File: src/rtl/inc4_count_reg_if.sv
// Control/status bundle for the inc4_count_reg counter stage.
// Build option: CNT_LOAD_EN adds the parallel-load pair load/din.
interface inc4_count_reg_if #(
   parameter int WIDTH = 4
);
   logic             start;
   logic             stop;
   logic             en;
   logic             oneshot;
`ifdef CNT_LOAD_EN
   logic             load;
   logic [WIDTH-1:0] din;
`endif
   logic [WIDTH-1:0] q;
   logic             tc;
   logic             busy;
   logic             done;

`ifdef CNT_LOAD_EN
   modport master (output start, stop, en, oneshot, load, din,
                   input  q, tc, busy, done);
   modport slave  (input  start, stop, en, oneshot, load, din,
                   output q, tc, busy, done);
`else
   modport master (output start, stop, en, oneshot,
                   input  q, tc, busy, done);
   modport slave  (input  start, stop, en, oneshot,
                   output q, tc, busy, done);
`endif
endinterface

File: src/rtl/inc4_count_reg.sv
// Registered modulo-MOD counter built on a half-adder ripple incrementer,
// gated by an IDLE/RUN/DONE run-control FSM with one-shot or free-run wrap.
// Build option: CNT_LOAD_EN adds a saturating parallel load (load/din).
module inc4_count_reg #(
   parameter int WIDTH = 4,
   parameter int MOD   = 16
) (
   input  logic              clk,
   input  logic              rst,
   inc4_count_reg_if.slave   bus
);
   typedef enum logic [1:0] {S_IDLE, S_RUN, S_DONE} state_t;

   localparam logic [WIDTH-1:0] LAST = WIDTH'(MOD - 1);

   state_t           r_state, w_state_nxt;
   logic [WIDTH-1:0] r_q, w_q_nxt, w_inc, w_c;
   logic             r_tc, r_busy, r_done;
   logic             w_step, w_wrap, w_load;

`ifdef CNT_LOAD_EN
   logic [WIDTH-1:0] w_din_sat;
   assign w_load    = bus.load;
   // Out-of-range load values clamp to the last legal count.
   assign w_din_sat = ({1'b0, bus.din} >= (WIDTH+1)'(MOD)) ? LAST : bus.din;
`else
   assign w_load    = 1'b0;
`endif

   // Half-adder ripple incrementer: carry-in fixed at 1, final carry-out
   // is not generated since wrap is decided by the MOD compare instead.
   assign w_c[0] = 1'b1;
   for (genvar gi = 0; gi < WIDTH; gi++) begin : g_ha
      assign w_inc[gi] = r_q[gi] ^ w_c[gi];
      if (gi < WIDTH - 1) begin : g_cy
         assign w_c[gi+1] = r_q[gi] & w_c[gi];
      end
   end

   // Next state and next count; stop beats start and beats the DONE transition.
   always_comb begin
      w_state_nxt = r_state;
      w_q_nxt     = r_q;
      w_step      = (r_state == S_RUN) && bus.en;
      w_wrap      = w_step && (r_q == LAST);
      case (r_state)
         S_IDLE: if (bus.start && !bus.stop) w_state_nxt = S_RUN;
         S_RUN: begin
            if (bus.stop)                               w_state_nxt = S_IDLE;
            else if (w_wrap && !w_load && bus.oneshot)  w_state_nxt = S_DONE;
         end
         S_DONE: begin
            if (bus.start && !bus.stop) begin
               w_state_nxt = S_RUN;
               w_q_nxt     = '0;
            end
         end
         default: w_state_nxt = S_IDLE;
      endcase
      if (w_step) w_q_nxt = w_wrap ? '0 : w_inc;
`ifdef CNT_LOAD_EN
      if (w_load) w_q_nxt = w_din_sat;
`endif
   end

   // State, count and registered status flags.
   always_ff @(posedge clk or posedge rst) begin
      if (rst) begin
         r_state <= S_IDLE;
         r_q     <= '0;
         r_tc    <= 1'b0;
         r_busy  <= 1'b0;
         r_done  <= 1'b0;
      end else begin
         r_state <= w_state_nxt;
         r_q     <= w_q_nxt;
         r_tc    <= w_wrap && !w_load;
         r_busy  <= (w_state_nxt == S_RUN);
         r_done  <= (w_state_nxt == S_DONE);
      end
   end

   assign bus.q    = r_q;
   assign bus.tc   = r_tc;
   assign bus.busy = r_busy;
   assign bus.done = r_done;
endmodule
File: src/flat_wrapper.sv
// flat-port wrapper written by rule: the top's interface ports become plain ports
module inc4_count_reg_flat 
#(
   parameter int WIDTH = 4,
   parameter int MOD   = 16
)
  (clk, rst, bus_start, bus_stop, bus_en, bus_oneshot, bus_q, bus_tc, bus_busy, bus_done);
  inc4_count_reg_if #(.WIDTH(WIDTH)) bus_i ();
  input  logic clk;
  input  logic rst;
  input wire logic [$bits(bus_i.start)-1:0] bus_start;
  input wire logic [$bits(bus_i.stop)-1:0] bus_stop;
  input wire logic [$bits(bus_i.en)-1:0] bus_en;
  input wire logic [$bits(bus_i.oneshot)-1:0] bus_oneshot;
  output wire logic [$bits(bus_i.q)-1:0] bus_q;
  output wire logic [$bits(bus_i.tc)-1:0] bus_tc;
  output wire logic [$bits(bus_i.busy)-1:0] bus_busy;
  output wire logic [$bits(bus_i.done)-1:0] bus_done;
  assign bus_i.start = bus_start;
  assign bus_i.stop = bus_stop;
  assign bus_i.en = bus_en;
  assign bus_i.oneshot = bus_oneshot;
  assign bus_q = bus_i.q;
  assign bus_tc = bus_i.tc;
  assign bus_busy = bus_i.busy;
  assign bus_done = bus_i.done;
  inc4_count_reg #(.WIDTH(WIDTH), .MOD(MOD)) u_core (.clk(clk), .rst(rst), .bus(bus_i));
endmodule
File: config.mk
export PLATFORM = sky130hd
export DESIGN_NAME = inc4_count_reg_flat
export DESIGN_NICKNAME = d
export VERILOG_FILES = /design/src/rtl/inc4_count_reg_if.sv /design/src/rtl/inc4_count_reg.sv /design/src/flat_wrapper.sv
export SDC_FILE = /design/constraint.sdc
export NUM_CORES = 1
export LEC_CHECK = 0
export CORE_AREA = 5 5 42 44
export DETAILED_ROUTE_END_ITERATION = 8
export DIE_AREA = 0 0 47 49
export PLACE_DENSITY = 0.56
export SYNTH_ARGS = -nofsm -noshare
export SYNTH_HDL_FRONTEND = slang
export SYNTH_SLANG_ARGS = --single-unit
export TNS_END_PERCENT = 100
File: constraint.sdc
create_clock -name clk -period 2.8 [get_ports clk]
set_clock_uncertainty 0.05 [all_clocks]
set_input_delay 0.28 -clock clk [delete_from_list [all_inputs] [get_ports clk]]
set_output_delay 0.28 -clock clk [all_outputs]
set_load 0.03 [all_outputs]
==> results.sh, run 1 <==
export IMPL_status="finished clean"
export IMPL_first_pass_iters=2
export IMPL_slew_headroom_pct=75.26
export IMPL_max_clock_freq_ghz=0.5979
export IMPL_path_max_fanout=4
export IMPL_cp_slowest_cell="clkdlybuf4s50_1"
export IMPL_drc=0
export IMPL_dr_total_vias=342
export IMPL_r2r_slack_ns=1.33
export IMPL_port_buffers=12
export IMPL_drive_gt1_share_pct=11.32
export IMPL_arrival_ns=1.34
export IMPL_cts_tree="yes"
export IMPL_area_growth_pct=39.18
export IMPL_die_y_um=49
export IMPL_grtUsageMet2_pct=11.09
export IMPL_synth_top_area_share_pct=52.63
export IMPL_power_leakage_nw=0.2860
export IMPL_syn_area_um2=427.9
export IMPL_slowest_delay_ns=0.69
export IMPL_die_w_um=47
export IMPL_reg2reg_from="u_core.bus.q[0]"
export IMPL_final_max_slew_viol_count=0
export IMPL_clkTransAtPathRegs_ns=0.07
export IMPL_power_frac_seq_pct=40.0
export IMPL_rsz0062_at_grt="false"
export IMPL_hp_class="in2async"
export IMPL_use_met1_pct=9.545
export IMPL_rows=14
export IMPL_grt_pass1_vias=302
export IMPL_r2r_cells=4
export IMPL_diodes=0
export IMPL_path_class="reg2out"
export IMPL_numCtsBuffers=3
export IMPL_hold_viol=0
export IMPL_ctsResizeCount=0
export IMPL_period_needed_ns=1.673
export IMPL_power_frac_comb_pct=37.3
export IMPL_cp_buffers_inverters=1
export IMPL_postCtsSetupRepairBufs=0
export IMPL_synthCells=37
export IMPL_cts_buffer_depth=2
export IMPL_switching_share_pct=35.21
export IMPL_antenna_left=0
export IMPL_wirelength_um=818
export IMPL_root_buffer="clkbuf_4"
export IMPL_antenna_found_initial=0
export IMPL_overflow=0
export IMPL_io_pins=13
export IMPL_p_int_w=0.0002882
export IMPL_clock_power_share_pct=22.6
export IMPL_total_power_w=0.0004448
export IMPL_crit_path_end_kind="output pin"
export IMPL_yosysWarnings=0
export IMPL_grt_use_total_pct=7.544
export IMPL_num_fill_cells=160
export IMPL_synth_cell_types=18
export IMPL_crit_chain="clkdlybuf4s50_1"
export IMPL_synth_nets=45
export IMPL_start_util_pct=30.54
export IMPL_cts_sink_count=9
export IMPL_viasPerCell=4.957
export IMPL_power_switching_w=0.0001566
export IMPL_synth_area_per_cell_um2=11.57
export IMPL_met3_usage_pct=3.321
export IMPL_ys_ff_latch=9
export IMPL_wl_per_cell_um=11.86
export IMPL_synth_top_area_cell="dfrtp_1"
export IMPL_postCtsHoldBufs=0
export IMPL_grt_max_degree=10
export IMPL_core_area_mm2=0.001401
export IMPL_busiest_layer="met2"
export IMPL_ys_seq_area_share_pct=52.63
export IMPL_path_delay_family="buffers and inverters"
export IMPL_required_ns=2.47
export IMPL_ir_drop_uv=282.5
export IMPL_tightest_slew_ns=0.3694
export IMPL_clk_latency_ns=0.26
export IMPL_dieArea_mm2=0.002303
export IMPL_gp_congestion=0.7599
export IMPL_power_density_mw_per_mm2=746.9
export IMPL_timing_rr_end="u_core.bus.done"
export IMPL_maxCapViolCount=0
export IMPL_grt_pass1_wl_um=1255
export IMPL_cts_htree_levels=1
export IMPL_setup_violations_final=0
export IMPL_hpwl_um=645
export IMPL_nets=62
export IMPL_fin_crit_sh_pct=59.73
export IMPL_synth_area_leaders="dfrtp_1, a22o_1, ha_1"
export IMPL_crit_path_start_kind="flop"
export IMPL_first_iter_violations=3
export IMPL_setup_tns_ns=0
## layout by cell type, fill, tap and decap left out
master and n:
inv_1 3, nand3_1 1, mux2_2 1, ha_1 2
clkbuf_4 3, o211a_1 1, nor2b_1 3, nor2_1 3
nand2_1 1, o32ai_1 2, dfrtp_1 9, nand2b_1 1
a31oi_1 1, clkinv_2 1, clkdlybuf4s50_1 12, and3b_1 1
or3_4 1, nand3b_1 1, a22o_1 4, and2_1 1
a21o_1 1
## how the worst max path moves through the flow
stage,start,to,slack (ns),cells after the start
5_1_grt,u_core.bus.q[3],bus_q[3],1.05,1
6_report,u_core.bus.q[2],bus_q[2],1.13,1
4_1_cts,u_core.bus.q[2],bus_q[2],1.12,1
3_3_place_gp,bus_start,u_core.bus.q[0],1.13,4
2_1_floorplan,u_core.bus.q[0],u_core.bus.busy,1.21,4
3_5_place_dp,bus_start,u_core.bus.q[0],1.12,4
## state kept, by name, summed over array words and instances, names as in the netlist
signal	cells
u_core.bus.q	4
u_core.bus.tc	1
u_core.bus.busy	1
u_core.r_state	2
u_core.bus.done	1
## cell type report
cell class / instances / area (um2) / share of cell area [%]
flip-flops and latches: 9 / 225.2 / 37.82
multi-input cells: 25 / 191.4 / 32.14
repair buffers: 12 / 120.1 / 20.17
clock buffers: 3 / 22.52 / 3.782
well taps: 16 / 20.02 / 3.361
inverters: 3 / 11.26 / 1.891
clock inverters: 1 / 5.005 / 0.8403
## power by group through the flow
stage	combinational (W)	clock [W]	sequential [W]
floorplan	0.0000550	0	0.000225
global placement	0.000168	0	0.000181
detailed placement	0.000168	0	0.000181
CTS	0.000169	0.000103	0.000179
global route	0.000179	0.000108	0.000183
finish	0.000166	0.000101	0.000178
## logic make-up after synthesis
logic type | count (synthesis) | share of synthesized area [%]
mux | 1 | 2.631
buf+inv | 3 | 2.631
simple gates | 13 | 18.42
fa+ha+maj | 2 | 5.847
flops | 9 | 52.63
compound gates | 9 | 17.84
## through the flow
step | utilization, % | hold WS [ns] | std cells | worst slack, ns | cell area [um2]
after global routing | 42.50 | 0.2570 | 69 | 1.052 | 595.6
final | 42.50 | 0.2220 | 69 | 1.127 | 595.6
after CTS | 42.50 | 0.2323 | 69 | 1.118 | 595.6
after global placement | 40.54 | 0.4798 | 65 | 1.131 | 568.0
after detailed placement | 40.54 | 0.4814 | 65 | 1.124 | 568.0
after floorplan | - | 0.05792 | 37 | 1.214 | 427.9
## synthesized netlist by cell type
library cell and count:
nand3b_1 1, nand2_1 1, or3_4 1, nor2_1 3, o211a_1 1, nand3_1 1, a21o_1 1, mux2_2 1
nor2b_1 3, and2_1 1, o32ai_1 2, nand2b_1 1, dfrtp_1 9, a31oi_1 1, ha_1 2, inv_1 3
and3b_1 1, a22o_1 4
## metal layers
layer | vias to the layer above | wire (um)
li1 | 171 | -
met1 | 163 | 367
met2 | 8 | 396
met3 | 0 | 54
met4 | 0 | 0
met5 | - | 0
Note: power is estimated with default switching activity, not from simulation.
==> inputs of run 2 (changes only) <==
==> constraint.sdc (replaced) <==
create_clock -name clk -period 1.55 [get_ports clk]
set_clock_uncertainty 0.05 [all_clocks]
set_input_delay 0.155 -clock clk [delete_from_list [all_inputs] [get_ports clk]]
set_output_delay 0.155 -clock clk [all_outputs]
set_load 0.03 [all_outputs]
==> run 2 against run 1 <==
Effect of this change:
- count of clock-buffer cells in the layout grew 1
- non-clock buffer count grew 4
- combinational power grew 78%
- wire length grew 2.6%
- cell area grew 5.7%
- critical endpoint is now bus_q[1]
==> results.sh, run 2 (synthesized netlist as in run 1, its figures left out) <==
export IMPL_grtUsageMet2_pct=13.57
export IMPL_tightest_slew_ns=0.3821
export IMPL_antenna_found_initial=0
export IMPL_met3_usage_pct=5.535
export IMPL_rsz0062_at_grt="false"
export IMPL_maxCapViolCount=0
export IMPL_wl_per_cell_um=11.49
export IMPL_p_int_w=0.0005217
export IMPL_grt_pass1_vias=368
export IMPL_grt_max_degree=10
export IMPL_first_pass_iters=2
export IMPL_power_frac_comb_pct=37.0
export IMPL_cts_sink_count=9
export IMPL_grt_use_total_pct=8.446
export IMPL_nets=66
export IMPL_clkTransAtPathRegs_ns=0.06
export IMPL_dr_total_vias=359
export IMPL_required_ns=1.34
export IMPL_core_area_mm2=0.001401
export IMPL_timing_rr_end="u_core.bus.q[3]"
export IMPL_port_buffers=12
export IMPL_power_leakage_nw=0.3142
export IMPL_clk_latency_ns=0.26
export IMPL_ir_drop_uv=661.6
export IMPL_r2r_slack_ns=0.11
export IMPL_dp_cells=69
export IMPL_period_needed_ns=1.492
export IMPL_rows=14
export IMPL_use_met1_pct=8.559
export IMPL_arrival_ns=1.29
export IMPL_power_switching_w=0.0002757
export IMPL_max_clock_freq_ghz=0.6704
export IMPL_layout_common_cells="clkdlybuf4s50_1, dfrtp_1, a22o_1, buf_4"
export IMPL_die_y_um=49
export IMPL_fin_cells=73
export IMPL_r2r_cells=5
export IMPL_antenna_left=0
export IMPL_crit_chain="clkdlybuf4s50_1"
export IMPL_largest_reg_flops=4
export IMPL_hpwl_um=674.1
export IMPL_switching_share_pct=34.58
export IMPL_reg2reg_from="u_core.bus.q[0]"
export IMPL_dieArea_mm2=0.002303
export IMPL_cp_endpoint="bus_q[1]"
export IMPL_fin_crit_sh_pct=96.23
export IMPL_slew_headroom_pct=74.41
export IMPL_cts_htree_levels=1
export IMPL_io_pins=13
export IMPL_start_util_pct=30.54
export IMPL_overflow=0
export IMPL_path_class="reg2out"
export IMPL_power_frac_seq_pct=40.9
export IMPL_hold_viol=0
export IMPL_drc=0
export IMPL_place_ws_ns=0.01940
export IMPL_die_w_um=47
export IMPL_busiest_layer="met2"
export IMPL_layout_commonest_cell="clkdlybuf4s50_1"
export IMPL_setup_violations_final=0
export IMPL_cp_slowest_cell="clkdlybuf4s50_1"
export IMPL_wirelength_um=839
export IMPL_clock_power_share_pct=22.1
export IMPL_cts_buffer_depth=2
export IMPL_status="finished clean"
export IMPL_timing_final_ws_setup_ns=0.05846
export IMPL_setup_tns_ns=0
export IMPL_crit_path_start_kind="flop"
export IMPL_path_max_fanout=3
export IMPL_path_depth=1
export IMPL_final_max_slew_viol_count=0
export IMPL_crit_path_end_kind="output pin"
export IMPL_critPathLaunch="u_core.bus.q[1]"
export IMPL_first_iter_violations=3
export IMPL_finish_instance_area_um2=629.4
export IMPL_hp_class="in2async"
export IMPL_viasPerCell=4.918
export IMPL_grt_pass1_wl_um=1386
export IMPL_cp_buffers_inverters=1
export IMPL_path_delay_family="buffers and inverters"
export IMPL_postCtsHoldBufs=0
export IMPL_holdWs_ns=0.1070
export IMPL_place_area_um2=600.6
export IMPL_gp_congestion=0.7422
export IMPL_cts_tree="yes"
export IMPL_slowest_delay_ns=0.67
export IMPL_power_density_mw_per_mm2=1267
export IMPL_drive_gt1_share_pct=21.05
export IMPL_diodes=0
export IMPL_area_growth_pct=47.08
export IMPL_numCtsBuffers=3
export IMPL_root_buffer="clkbuf_4"
[run 2: changes by cell type in the layout (fill, tap and decap cells not counted), sizes merged]
cell           before  now
clkdlybuf4s50      12    9
buf                 0    4
dlygate4sd2         0    2
clkinv              1    0
clkbuf              3    4
dlymetal6s2s        0    1
[run 2: per-stage QoR]
| stage | power (W) | util, % |
|---|---|---|
| 6_report | 0.0007974 | 44.91 |
| 5_1_grt | 0.0008521 | 44.91 |
| 3_3_place_gp | 0.0006386 | 42.86 |
| 2_1_floorplan | 0.0005107 | - |
| 3_5_place_dp | 0.0006437 | 42.86 |
| 4_1_cts | 0.0008137 | 44.55 |
[run 2: worst min path at each step]
stage | from | cells past startpoint | endpoint | slack (ns)
2_1_floorplan | rst | 1 | u_core.bus.busy | -0.07
3_3_place_gp | rst | 2 | u_core.bus.busy | 0.40
3_5_place_dp | rst | 2 | u_core.bus.busy | 0.40
4_1_cts | rst | 2 | u_core.bus.q[2] | 0.11
5_1_grt | rst | 2 | u_core.bus.q[2] | 0.15
6_report | rst | 2 | u_core.bus.q[2] | 0.11
[run 2: timing repair]
item	4_1_cts	5_1_grt
resized for setup	2	2
setup endpoints to repair	2	2
buffers inserted	0	0
[run 2: cell type report]
type	instances	area, um2
Multi-Input combinational cell	25	193.9
Fill cell	155	772.0
Sequential cell	9	227.7
Inverter	3	11.26
Clock buffer	4	26.28
Tap cell	16	20.02
Timing Repair Buffer	16	150.1
[run 2: worst register-to-register path: stages (launching register included)]
cell and delay [ns]:
dfrtp_2 0.42, ha_2 0.19, ha_1 0.19, nor2b_1 0.13, o211a_1 0.21, a21o_1 0.14
[run 2: power by group through the flow]
stage                     sequential [W]  clock, W  combinational (W)
after global routing            0.000335  0.000198           0.000319
after CTS                       0.000326  0.000188           0.000299
after floorplan                 0.000411         0          0.0000995
after detailed placement        0.000332         0           0.000312
final                           0.000326  0.000177           0.000295
after global placement          0.000330         0           0.000309
[run 2: metal layers]
layer  vias to the layer above  part of all wire [%]
met5                         -                     0
met4                         0                     0
met3                         0                   8.2
met2                        10                    54
met1                       174                    38
li1                        175                     -
==> RTL change 1: new RTL, settings of run 2 <==
`WIDTH` is set to 4 in 3 places; all go to 6.
--- a/src/rtl/inc4_count_reg_if.sv
+++ b/src/rtl/inc4_count_reg_if.sv
@@ -3,3 +3,3 @@
 interface inc4_count_reg_if #(
-   parameter int WIDTH = 4
+   parameter int WIDTH = 6
 );
--- a/src/rtl/inc4_count_reg.sv
+++ b/src/rtl/inc4_count_reg.sv
@@ -4,3 +4,3 @@
 module inc4_count_reg #(
-   parameter int WIDTH = 4,
+   parameter int WIDTH = 6,
    parameter int MOD   = 16
--- a/src/flat_wrapper.sv
+++ b/src/flat_wrapper.sv
@@ -3,3 +3,3 @@
 #(
-   parameter int WIDTH = 4,
+   parameter int WIDTH = 6,
    parameter int MOD   = 16
Interface: changed (resized bus_q); port bits go from 13 to 15. No check against the original RTL was run, so the function may have changed too.
==> RTL change 1 against run 2 <==
  * The run now ends with setup timing left
  * Count of clock-buffer cells in the layout stayed put
  * Sequential cell count is 2 higher
  * Total power is 25% higher
  * Design area is 31% higher
  * Wire length is 50% higher
  * Final cell count is 11% higher
  * Sequential share of layout area is 2.5 points lower
  * Critical path type is now flip-flop to flip-flop
  * Worst setup slack worse by 0.096 ns
  * First-iteration DRC count is 100% lower
  * Area after synthesis is 27% higher
==> RTL change 1: results (changes against run 2) <==
- First-pass GRT wire length: 2.24 mm (+62%)
- Synth top cells by count: dfrtp_1, a22o_1, ha_1, nand2b_1
- Max FFs per register: 6 (+2)
- First-pass DRT Iterations: 1 (-1)
- Maximum vdd ir drop: 0.000781 V (+18%)
- Maximum net fanout on the critical path: 2 (-1)
- Largest net degree at the start of global routing: 12 (+2)
- Crit path DAT: 1.70 ns (+0.41 ns)
- Initial antenna violation count: 0 (unchanged)
- Sequential share of the synthesized area: 0.508 (-0.0182)
- Final setup violation count: 1 (+1)
- I/O Buffers: 14 (+2)
- Syn_nets: 52 (+16%)
- CP max stage cell: dfrtp_2
- Vias in the first global route: 501 (+36%)
- NumNets Final: 76 (+15%)
- DR vias/cell: 5.31 (+7.9%)
- Detailed-placement wirelength estimate: 1.01 mm (+50%)
- Status: complete, but fails checks
- Fillers: 129 (-17%)
- Max Buffers Root-to-Sink: 2 (unchanged)
- Largest delay share family, worst path: adder cells
- Failing checks: setup timing
- Pre-CTS WS: -0.0316 ns (-0.0510 ns)
- Layout cell share with drive strength beyond 1: 0.308 (+0.0972)
- Clock Latency Late Sink: 0.27 ns
- RePlAce Congestion: 0.799 (+7.6%)
- Post-route setup slack: -0.0374 ns (-0.0959 ns)
- Top cells by area, synth: dfrtp_1, ha_1, a22o_1, nand2b_1, o32ai_1
- Post-synth cell types: 22 (+4)
- Leak: 0.367 nW (+17%)
- DRT iter0 DRCs: 0 (-3)
- Crit-path max cell delay: 0.43 ns (-0.24 ns)
- Total Routing Usage GR: 0.140 (+0.0551)
- Drt wl/cell: 15.6 µm (+35%)
- Slew headroom: 0.713 (-0.0311)
==> RTL change 1: path summary, 6_finish.rpt <==
check | from | end | slack, ns | cells past startpoint
min in group clk | bus_start | u_core.r_state[0]$_DFF_PP0_ | 0.48 | 3
max | u_core.bus.q[0]$_DFFE_PP0P_ | u_core.bus.q[5]$_DFFE_PP0P_ | -0.04 | 7
min | rst | u_core.bus.done$_DFF_PP0_ | 0.13 | 2
max reg2reg | u_core.bus.q[0]$_DFFE_PP0P_ | u_core.bus.q[5]$_DFFE_PP0P_ | -0.04 | 7
min reg2reg | u_core.bus.q[5]$_DFFE_PP0P_ | u_core.bus.q[5]$_DFFE_PP0P_ | 0.56 | 1
max in group asynchronous | rst | u_core.bus.q[0]$_DFFE_PP0P_ | 1.00 | 2
==> RTL change 1: stage by stage <==
stage	util	setup TNS, ns	hold WS [ns]	cells	cell area, µm²
final	0.588	-0.0374	0.129	81	825
after global routing	0.588	-0.100	0.177	81	825
after CTS	0.579	-0.0410	0.139	81	811
after detailed placement	0.560	-0.0316	0.438	76	785
after global placement	0.560	-0.0149	0.411	76	785
after floorplan	-	-0.0855	-0.0427	42	594
==> RTL change 1: cell families after synthesis <==
family          Yosys count  share of synthesized area
fa+ha+maj                 4                     0.0924
flops                    11                      0.508
simple gates             13                      0.171
buf+inv                   1                    0.00692
compound gates           12                      0.194
mux                       1                     0.0277
==> RTL change 1: timing repair <==
item	CTS	global route
pin swaps	0	2
buffers inserted	1	0
resized for setup	6	2
setup endpoints to repair	7	1
==> RTL change 1: area by class of cell <==
type | instances | share of cell area
multi-input combinational | 30 | 0.396
sequential | 11 | 0.337
timing repair buffer | 19 | 0.206
clock buffer | 4 | 0.0319
tap | 16 | 0.0243
inverter | 1 | 0.00455
==> RTL change 1: power breakdown <==
part           internal [mW]  switching, mW
Sequential             0.338         0.0605
Combinational          0.189          0.211
Clock                 0.0998         0.0978
Total                  0.626          0.370
==> RTL change 1: metal layers <==
layer	wire length, µm	vias up	track usage
met5	0	-	0
met4	23	0	0.0829
met3	74	4	0.0258
met2	673	12	0.242
met1	489	205	0.146
li1	-	209	-
==> RTL change 2: new RTL, settings of run 2 <==
Without the edit above. Make the reset (`rst`) synchronous in one clocked block.
--- a/src/rtl/inc4_count_reg.sv
+++ b/src/rtl/inc4_count_reg.sv
@@ -66,3 +66,3 @@
    // State, count and registered status flags.
-   always_ff @(posedge clk or posedge rst) begin
+   always_ff @(posedge clk) begin
       if (rst) begin
Behaviour: differs if rst is asserted again (counterexample within 4 cycles, from zero or initial values and one cycle with rst high); with rst held inactive, the same outputs for 10 cycles.
==> RTL change 2 against run 2 <==
  * Design area decreased by 12%
  * Sequential cell count unchanged
  * Worst setup slack got worse by 0.0082 ns
  * Area after synthesis decreased by 11%
  * Global-route usage fell by 0.69 points
  * First-iteration DRC count increased by 33%
  * Critical path depth is the same
  * Wire length is 6.6% lower
  * Synthesized cell count up 2.7%
  * Fmax is 0.55% lower
  * Register-to-register slack better by 0.17 ns
  * Critical path type unchanged
  * Largest cell class is now multi-input combinational cells
  * Highest routed layer is now met4
Power is not compared: it rests on default switching activity, and its combinational part moved more than twofold at a synthesized area within 25%.
==> RTL change 2: results (changes against run 2) <==
- Ant. Diodes: 0 (unchanged)
- Post-synthesis xor/xnor area fraction: 0 (unchanged)
- Compound-Gate Fraction of Synth Area: 0.246 (+0.0675)
- Leak: 0.227 nW
- DR vias/cell: 4.92 (about the same)
- Syn_nets: 46 (+2.2%)
- CP max stage cell: clkdlybuf4s50_1
- Maximum vdd ir drop: 0.000424 V
- Largest net degree at the start of global routing: 7 (-3)
- RePlAce Congestion: 0.650 (-12%)
- Root Driver: clkbuf_4
- Status: completed
- H-Tree Depth: 1 (unchanged)
- Max FFs per register: 4 (unchanged)
- Top cells by area, synth: dfxtp_1, ha_1, nor2b_1, a211oi_1, o31ai_1
- Ys Warns: 0 (unchanged)
- Total Wirelength: 784 µm (-6.6%)
- Synth top cells by count: dfxtp_1, nor2b_1
- Largest delay share family, worst path: buffers and inverters
- Worst-Margin Slew: 0.357 ns (-0.0252 ns)
- First-pass DRT Iterations: 3 (+1)
- Crit-path max cell delay: 0.68 ns
- First-pass GRT wire length: 1.29 mm (-6.9%)
- NumNets Final: 64 (-3.0%)
- Post-synth ARST share: 0 (-1.00)
- Fillers: 154 (-0.65%)
- Detailed-placement wirelength estimate: 623 µm (-7.5%)
- I/O Buffers: 12 (unchanged)
- Hold crit path type: flip-flop to flip-flop
- CTS Buf Count: 3 (unchanged)
- Total Routing Usage GR: 0.0776 (-0.00688)
- DP Cell Count: 67 (-2.9%)
- Initial antenna violation count: 0 (unchanged)
- Sequential share of the synthesized area: 0.472 (-0.0542)
- Clock transition at the registers of the reported paths: 0.06 ns (about the same)
- Crit path DAT: 1.29 ns (about the same)
- DRT iter0 DRCs: 4 (+1)
- Mux contribution to synthesized area: 0 (-0.0263)
- Vias in the first global route: 317 (-14%)
- Vias: 349 (-2.8%)
- Max Buffers Root-to-Sink: 2 (unchanged)
- Clock Latency Late Sink: 0.26 ns (about the same)
- Synth Area in Adders: 0.0656 (+0.00709)
- Maximum net fanout on the critical path: 3 (unchanged)
- Post-synth cell types: 21 (+3)
- Maximum clock frequency: 667 MHz (-0.55%)
- Layout cell share with drive strength beyond 1: 0.109 (-0.101)
- Syn Area/Cell: 10.0 µm² (-13%)
## RTL change 2: path summary, 6_finish.rpt
| path | startpoint | end | slack (ns) | cells past startpoint |
|---|---|---|---|---|
| setup / recovery | u_core.bus.q[1]$_SDFFE_PP0P_ | bus_q[1] | 0.05 | 1 |
| hold / removal | u_core.bus.q[3]$_SDFFE_PP0P_ | u_core.bus.q[3]$_SDFFE_PP0P_ | 0.44 | 1 |
| setup reg to reg | u_core.bus.q[0]$_SDFFE_PP0P_ | u_core.bus.busy$_SDFF_PP0_ | 0.28 | 4 |
| hold reg to reg | u_core.bus.q[3]$_SDFFE_PP0P_ | u_core.bus.q[3]$_SDFFE_PP0P_ | 0.44 | 1 |
## RTL change 2: final cells by class
type	instances	area, µm²	share of cell area
Inverter	2	7.51	0.0135
Tap cell	16	20.0	0.0360
Timing Repair Buffer	13	129	0.231
Multi-Input combinational cell	27	194	0.348
Sequential cell	9	180	0.324
Clock buffer	4	26.3	0.0472
## RTL change 2: where the power goes
group,leakage (nW),internal (mW),switching [mW]
logic,0.139,0.0248,0.0208
clock network,0.0150,0.0991,0.0794
registers,0.0729,0.235,0.00242
## RTL change 2: cell families after synthesis
logic type	count (synthesis)
simple gates	12
buf+inv	2
flops	9
compound gates	13
fa+ha+maj	2
## RTL change 2: what timing repair did
item | in CTS | in global routing
endpoints found under the setup margin | 1 | 1
setup buffers | 0 | 0
gates resized for setup | 1 | 1
hold buffers | 0 | 0
## RTL change 2: metal layers
| layer | vias to the layer above | track usage | share of wire |
|---|---|---|---|
| li1 | 181 | - | - |
| met1 | 155 | 0.0949 | 0.43 |
| met2 | 11 | 0.111 | 0.47 |
| met3 | 2 | 0.0332 | 0.082 |
| met4 | 0 | 0.0415 | 0.018 |
| met5 | - | 0 | 0 |
## RTL change 2: stage by stage
stage                     setup WS, ns  power (mW)  cell area (µm²)  hold WS [ns]
after floorplan                  0.179       0.262              382         0.178
after global placement           0.129       0.288              529         0.433
after detailed placement         0.102       0.288              529         0.432
after CTS                       0.0195       0.469              554         0.447
after global routing            0.0118       0.482              557         0.474
final                           0.0502       0.462              557         0.437
